$ cat src/rtl/axi_wr_arbiter.sv
// axi_wr_arbiter
//   Two-requester, round-robin arbiter that turns simple valid/ready write
//   requests into single AXI write transactions (one outstanding at a time).
//
// Ports
//   clk, areset              : clock, synchronous active-low reset
//   reqN_valid_i/addr_i/data_i : requester N write request (N = 0, 1)
//   reqN_ready_o             : one-cycle pulse, request accepted and captured
//   reqN_done_o              : one-cycle pulse, write response received
//   reqN_resp_o              : response code, held until the next done of N
//   aw*/w*/b*                : AXI write-channel master signals
module axi_wr_arbiter #(
  parameter int unsigned ADDR_W = 32,
  parameter int unsigned DATA_W = 32,
  parameter logic [3:0]  ID0    = 4'h0,
  parameter logic [3:0]  ID1    = 4'h1
) (
  input  logic              clk,
  input  logic              areset,

  input  logic              req0_valid_i,
  input  logic [ADDR_W-1:0] req0_addr_i,
  input  logic [DATA_W-1:0] req0_data_i,
  output logic              req0_ready_o,
  output logic              req0_done_o,
  output logic [1:0]        req0_resp_o,

  input  logic              req1_valid_i,
  input  logic [ADDR_W-1:0] req1_addr_i,
  input  logic [DATA_W-1:0] req1_data_i,
  output logic              req1_ready_o,
  output logic              req1_done_o,
  output logic [1:0]        req1_resp_o,

  output logic [3:0]        awid_o,
  output logic [ADDR_W-1:0] awaddr_o,
  output logic              awvalid_o,
  input  logic              awready_i,
  output logic [DATA_W-1:0] wdata_o,
  output logic              wvalid_o,
  input  logic              wready_i,
  input  logic [3:0]        bid_i,
  input  logic [1:0]        bresp_i,
  input  logic              bvalid_i,
  output logic              bready_o
);

  typedef enum logic [1:0] {IDLE, XFER, RESP} state_e;

  state_e              state_q, state_d;

  logic                last_q,    last_d;    // requester granted last
  logic                gnt_q,     gnt_d;     // requester owning the transaction
  logic                issue_q,   issue_d;   // first XFER cycle: raise valids
  logic                aw_hs_q,   aw_hs_d;
  logic                w_hs_q,    w_hs_d;
  logic                awvalid_q, awvalid_d;
  logic                wvalid_q,  wvalid_d;
  logic                bready_q,  bready_d;
  logic                ready0_q,  ready0_d;
  logic                ready1_q,  ready1_d;
  logic                done0_q,   done0_d;
  logic                done1_q,   done1_d;
  logic [1:0]          resp0_q,   resp0_d;
  logic [1:0]          resp1_q,   resp1_d;
  logic [3:0]          awid_q,    awid_d;
  logic [ADDR_W-1:0]   awaddr_q,  awaddr_d;
  logic [DATA_W-1:0]   wdata_q,   wdata_d;

  logic                req_any;
  logic                gnt_sel;
  logic                aw_fire, w_fire, b_fire;
  logic                aw_ok, w_ok;
  logic [1:0]          b_resp;

  assign req_any = req0_valid_i | req1_valid_i;
  // Contended: alternate away from the last winner; otherwise the lone requester.
  assign gnt_sel = (req0_valid_i & req1_valid_i) ? ~last_q : req1_valid_i;

  assign aw_fire = awvalid_q & awready_i;
  assign w_fire  = wvalid_q  & wready_i;
  assign b_fire  = bready_q  & bvalid_i;
  // A channel counts as complete if it handshook earlier or handshakes now.
  assign aw_ok   = aw_hs_q | aw_fire;
  assign w_ok    = w_hs_q  | w_fire;
  assign b_resp  = (bid_i == awid_q) ? bresp_i : 2'b10;

  // State register
  always_ff @(posedge clk) begin
    if (!areset) state_q <= IDLE;
    else         state_q <= state_d;
  end

  // Next-state logic
  always_comb begin
    state_d = state_q;
    unique case (state_q)
      IDLE:    if (req_any)      state_d = XFER;
      XFER:    if (aw_ok && w_ok) state_d = RESP;
      RESP:    if (b_fire)       state_d = IDLE;
      default:                   state_d = IDLE;
    endcase
  end

  // Output / datapath next values
  always_comb begin
    last_d    = last_q;
    gnt_d     = gnt_q;
    issue_d   = issue_q;
    aw_hs_d   = aw_hs_q;
    w_hs_d    = w_hs_q;
    awvalid_d = awvalid_q;
    wvalid_d  = wvalid_q;
    bready_d  = bready_q;
    ready0_d  = 1'b0;
    ready1_d  = 1'b0;
    done0_d   = 1'b0;
    done1_d   = 1'b0;
    resp0_d   = resp0_q;
    resp1_d   = resp1_q;
    awid_d    = awid_q;
    awaddr_d  = awaddr_q;
    wdata_d   = wdata_q;

    unique case (state_q)
      IDLE: begin
        if (req_any) begin
          last_d  = gnt_sel;
          gnt_d   = gnt_sel;
          issue_d = 1'b1;
          aw_hs_d = 1'b0;
          w_hs_d  = 1'b0;
          if (gnt_sel) begin
            ready1_d = 1'b1;
            awid_d   = ID1;
            awaddr_d = req1_addr_i;
            wdata_d  = req1_data_i;
          end else begin
            ready0_d = 1'b1;
            awid_d   = ID0;
            awaddr_d = req0_addr_i;
            wdata_d  = req0_data_i;
          end
        end
      end
      XFER: begin
        // Valids rise one cycle after the ready pulse so that the pulse and
        // the AXI request never overlap.
        if (issue_q) begin
          issue_d   = 1'b0;
          awvalid_d = 1'b1;
          wvalid_d  = 1'b1;
        end else begin
          if (aw_fire) begin
            awvalid_d = 1'b0;
            aw_hs_d   = 1'b1;
          end
          if (w_fire) begin
            wvalid_d = 1'b0;
            w_hs_d   = 1'b1;
          end
          if (aw_ok && w_ok) bready_d = 1'b1;
        end
      end
      RESP: begin
        if (b_fire) begin
          bready_d = 1'b0;
          if (gnt_q) begin
            done1_d = 1'b1;
            resp1_d = b_resp;
          end else begin
            done0_d = 1'b1;
            resp0_d = b_resp;
          end
        end
      end
      default: ;
    endcase
  end

  always_ff @(posedge clk) begin
    if (!areset) begin
      last_q    <= 1'b1;
      gnt_q     <= 1'b0;
      issue_q   <= 1'b0;
      aw_hs_q   <= 1'b0;
      w_hs_q    <= 1'b0;
      awvalid_q <= 1'b0;
      wvalid_q  <= 1'b0;
      bready_q  <= 1'b0;
      ready0_q  <= 1'b0;
      ready1_q  <= 1'b0;
      done0_q   <= 1'b0;
      done1_q   <= 1'b0;
      resp0_q   <= '0;
      resp1_q   <= '0;
      awid_q    <= '0;
      awaddr_q  <= '0;
      wdata_q   <= '0;
    end else begin
      last_q    <= last_d;
      gnt_q     <= gnt_d;
      issue_q   <= issue_d;
      aw_hs_q   <= aw_hs_d;
      w_hs_q    <= w_hs_d;
      awvalid_q <= awvalid_d;
      wvalid_q  <= wvalid_d;
      bready_q  <= bready_d;
      ready0_q  <= ready0_d;
      ready1_q  <= ready1_d;
      done0_q   <= done0_d;
      done1_q   <= done1_d;
      resp0_q   <= resp0_d;
      resp1_q   <= resp1_d;
      awid_q    <= awid_d;
      awaddr_q  <= awaddr_d;
      wdata_q   <= wdata_d;
    end
  end

  assign req0_ready_o = ready0_q;
  assign req1_ready_o = ready1_q;
  assign req0_done_o  = done0_q;
  assign req1_done_o  = done1_q;
  assign req0_resp_o  = resp0_q;
  assign req1_resp_o  = resp1_q;
  assign awid_o       = awid_q;
  assign awaddr_o     = awaddr_q;
  assign awvalid_o    = awvalid_q;
  assign wdata_o      = wdata_q;
  assign wvalid_o     = wvalid_q;
  assign bready_o     = bready_q;

endmodule

$ cat config.mk
export PLATFORM = sky130hd
export DESIGN_NAME = axi_wr_arbiter
export DESIGN_NICKNAME = d
export VERILOG_FILES = /design/src/rtl/axi_wr_arbiter.sv
export SDC_FILE = /design/constraint.sdc
export NUM_CORES = 1
export LEC_CHECK = 0
export CAP_MARGIN = 20
export CELL_PAD_IN_SITES_DETAIL_PLACEMENT = 2
export CELL_PAD_IN_SITES_GLOBAL_PLACEMENT = 2
export CORE_MARGIN = 2
export CORE_UTILIZATION = 18
export DETAILED_ROUTE_END_ITERATION = 10
export PLACE_DENSITY = 0.74
export SLEW_MARGIN = 20
export SYNTH_ARGS = -nofsm -noshare
export SYNTH_HDL_FRONTEND = slang
export SYNTH_SLANG_ARGS = --single-unit
$ cat constraint.sdc
create_clock -name clk -period 1.5 [get_ports clk]
set_input_delay 0.15 -clock clk [delete_from_list [all_inputs] [get_ports clk]]
set_output_delay 0.15 -clock clk [all_outputs]
set_load 0.005 [all_outputs]
======== Word level (Yosys, flattened, before mapping) ========
Index checks and enable logic that the tools add are counted.
W data, S select, Z words.
operators by class
  $add $sub $neg .......................... 0
  multiply operators ...................... 0
  divide/modulo/power cells ............... 0
  order comparisons ....................... 0
  eq/ne operators ......................... 9
  shifts and indexed selects .............. 0
  muxes and demuxes ....................... 30
  bitwise operators ....................... 9
  reductions and logical operators ........ 18
operator list
  cell                  count
  $mux W32              2
  $mux W1               19
  $reduce_and A3 Y1     5
  $ne A2 B2 Y1 const B  6
  $reduce_and A4 Y1     3
  $mux W2               4
  $pmux W1 S2           4
  $reduce_and A2 Y1     4
  $reduce_bool A2 Y1    4
  $pmux W2 S3           1
  $and A1 B1 Y1         4
  $eq A4 B4 Y1          1
  $or A1 B1 Y1          3
  $eq A2 B1 Y1 const B  1
  $eq A2 B2 Y1 const B  1
  $logic_not A2 Y1      1
  $not A1 Y1            2
  $logic_and A1 B1 Y1   1
storage, ports and cells
  register bits after elaboration ......... 86
  latch bits .............................. 0
  memory bits (writable) .................. 0
  memory bits (read-only) ................. 0
  bits of input ports ..................... 141
  output and inout bits ................... 79
  logic and storage cells ................. 84
  memories ................................ 0

======== Depth between registers and ports, before layout ========
  word-level depth ........................ 6
  depth in mapped cells ................... 6

======== Worst setup path after synthesis ========
No wires, ideal clock.
  path kind ............................... register to register
  start point ............................. register state_q[1]
  end point ............................... register awaddr_q[19] (netlist: awaddr_o[19])
  library setup time ...................... 0.060 ns
  arrival ................................. 1.511 ns
  path slack .............................. -0.071 ns
  stages on the path, launching flop included .. 6
  path buffers ............................ 2
  cell sequence ........................... dfxtp_1 -> or3b_1 -> buf_6 -> a211oi_4 -> buf_6 -> a221o_1
between the ends
  word-level cells in the longest chain between the ends .. 2
RTL lines
  what                                line  RTL
  start: declaration                  50    state_e state_q, state_d;
  start signal: assignment            91    else state_q <= state_d;
  $logic_not A2 Y1                    125   unique case (state_q)
  $reduce_and A2 Y1 (no source line)  -
  end signal: assignment              216   awaddr_q <= awaddr_d;
  end: declaration                    67    logic [ADDR_W-1:0] awaddr_q, awaddr_d;
No other way between the ends.
A chain may end at the register's enable or synchronous reset.

======== Worst setup path in the final report ========
  start point ............................. register state_q[0]
  end point ............................... register awaddr_q[19] (netlist: awaddr_o[19])
The elaborated chain is that of the path after synthesis.

==> reports/qor.csv <==
metric,value,unit
status,finished with violations,
failing checks,setup timing,
cell area after synthesis,3390,µm²
largest net degree at the start of global routing,32,
Starting Density,18.3,%
fill cell count,1989,
max-slew violations,0,
Compound-Gate Fraction of Synth Area,23.1,%
n_diodes,0,
routability cong.,0.736,
ranking of synthesized cells by area,"dfxtp_1, a221o_1, nor3_1",
hold depth,2,
largest fanout on the critical path,13,
Setup crit start kind,register,
row count,50,
Post-Route WL,14.7,mm
die height,141,µm
Post-DP HPWL,10.8,mm
metal3 WL,1.11,mm
Yosys top cell by area,dfxtp_1,
warnings from Yosys,0,
CP Buf/Inv Count,2,
first-pass GRT wire length,22.7,mm
Synth-to-Final Area Change,89.9,%
Post-Syn Area per Cell,9.87,µm²
Post-Layout Cell Count,808,
Setup crit end,awaddr_o[19],
fin crit share,100,%
Clock Sinks,82,
Die X,141,µm
"Max stage delay cell, worst path",or3b_4,
Max Clock Freq,664,MHz
Async SR Flop Fraction,0,%
clock share of power,37.3,%
Clock Skew,0.00550,ns
Reg-to-Reg Start,state_q[0],
sequential share of power,38.5,%
Final ANT Viol Nets,0,
initial antenna violation count,0,
metal1 wirelength,5.73,mm
total congestion overflow,0,
post-synthesis xor/xnor area fraction,0,%
Fin. Hold Viols,0,
CTS tree,done,
H-tree depth,3,
Setup CP Type,register to register,
Synth Area in Simple Gates,11.6,%
DR pass1 iterations,4,
DR iter-0 viols,76,
worst skew pair latency,0.35,ns
top-count cell post-synth,dfxtp_1,
crit-path leading delay family,simple AND/OR/NAND/NOR gates,
Crit. End Element,register,
nets,711,
post-route minimum period,1.51,ns
post-synth cell types,38,
# IOs,220,
placed cells,788,
Sw Share,24.9,%
worst r2r path cells,5,
setup ws final,-0.00677,ns
Crit path depth,5,
Clock Tree Root,clkbuf_16,
Post-synth EDFFs,0,
number of instances in the synthesized netlist,344,
cts bufs inserted,9,
routed via count,3636,
final setup fails,2,
largest family of logic cells by synthesized area,compound AO/OA/AOI/OAI gates,
CP Launch Point,state_q[0],
max incr delay on CP,0.43,ns
register area share after synthesis,48.4,%
post-DR wirelength/cell,18.2,µm
reg2reg setup slack,-0.007,ns
"FF+latch count, synth",82,
layout cells sized above 1,10.8,%
post-synthesis adder-cell area fraction,0,%
maximum vdd drop,0.000536,V
NetSw,1640,µW
vias in the first global route,4121,
GRT Overall Usage,14.8,%
Reg-to-Reg End,awaddr_o[19],
maxcap violations,0,
Core Box Area,18600,µm²
DRC,0,
Leakage,0.00259,µW
fin util,34.7,%
top post-synthesis cells by count,"dfxtp_1, inv_1, nor3_1",
Comb power frac,24.2,%
cells along the critical path,or3b_4 -> buf_4 -> buf_4 -> nor3_1 -> a221o_1,
"Req. time, crit path",1.79,ns
top_reg_cell synth,dfxtp_1,
routed vias/inst,4.50,
post-synthesis mux area share,6.19,%
Hold/Removal Path Class,input pin to register,
die area,20000,µm²
Critical Path AT,1.80,ns
RSZ-0062 raised after global routing,yes,
share of the synthesized area in the top cell type,48.4,%
setup_tns,-0.00678,ns
Clock transition at path regs,0.06,ns
met2 routed WL,7.62,mm
Max Used Layer,met4,
"most used cell, CP",buf_4,
deepest clock path buffer count,2,
Pint,4930,µW
buffers added on ports,216,
P per Cell Area,1020,nW/µm²
registers in the layout, summed over array words and instances, names as in the netlist:
signal,count
req1_ready_o,1
last_q,1
w_hs_q,1
req1_resp_o,2
req0_done_o,1
req0_ready_o,1
state_q,2
awid_o,1
issue_q,1
req1_done_o,1
wvalid_o,1
wdata_o,32
awaddr_o,32
req0_resp_o,2
awvalid_o,1
bready_o,1
aw_hs_q,1
power by group through the flow:
stage               logic, µW  registers [µW]  clock network, µW
global placement         1490            2560                  0
detailed placement       1540            2570                  0
global route             1710            2560               2640
finish                   1590            2530               2450
CTS                      1600            2530               2550
floorplan                 492            2570                  0
worst register-to-register path: stages (launching register included):
cell and delay [ns]:
dfxtp_2 0.32, or3b_4 0.43, buf_4 0.15, buf_4 0.19, nor3_1 0.22, a221o_1 0.14
through the flow:
stage	hold slack (ns)	cell area [µm²]	setup WS (ns)	power, µW
floorplan	0.288	3420	-0.0570	3060
global placement	0.444	5950	-0.381	4050
detailed placement	0.450	5950	-0.447	4110
CTS	0.396	6360	-0.0412	6690
global route	0.406	6450	-0.0917	6910
finish	0.408	6450	-0.00677	6570
per-layer routing:
layer	GRT usage [%]	vias to the layer above
met2	27.4	132
met1	15.8	1787
met5	0	-
met3	4.45	13
li1	-	1704
met4	5.26	0
final cells by class:
class	count	area, µm²	share of cell area, %
inverter	50	188	2.91
clock buffer	13	260	4.04
timing repair buffer	244	2510	39.0
sequential	82	1650	25.6
clock inverter	2	60.1	0.932
multi-input combinational	183	1490	23.1
tap	234	293	4.54
what timing repair did:
action / in CTS / in global routing
pin swaps: 3 / 1
hold endpoints to repair: 0 / 0
gates resized for setup: 6 / 18
gates cloned: 2 / 0
hold buffers: 0 / 0
buffers inserted: 3 / 0
setup endpoints to repair: 66 / 56
cell families after synthesis:
kind of cell	after synthesis
muxes	21
AOI/OAI and AO/OA	88
other	1
buffers and inverters	81
DFF	82
and+or+nand+nor	71
layout by cell type, fill, tap and decap left out, types with 2 or more instances in the layout:
cell,count
clkbuf_8,2
and3_1,3
dfxtp_1,79
buf_6,3
bufinv_16,2
buf_16,2
nor2_1,2
clkbuf_1,2
a21boi_0,5
mux2i_1,21
buf_12,7
o2bb2ai_1,21
conb_1,3
clkdlybuf4s50_1,216
a21oi_1,6
nand2_1,3
clkbuf_16,9
nor4_1,2
o21ai_0,5
buf_4,16
dfxtp_2,2
nor3_2,14
a221o_1,43
nor3_1,30
nor3b_1,3
or4_1,2
inv_1,50
nor2b_1,2
nand4_1,2
how the worst min path moves through the flow:
stage / end / start / slack, ns
after global placement: wdata_o[28] / wdata_o[28] / 0.44
after detailed placement: awaddr_o[7] / awaddr_o[7] / 0.45
after CTS: wdata_o[16] / req0_data_i[16] / 0.40
final: wdata_o[16] / req0_data_i[16] / 0.41
after floorplan: awaddr_o[11] / req0_addr_i[11] / 0.29
after global routing: awaddr_o[24] / req0_addr_i[24] / 0.41
(Power assumes the default switching activity.)
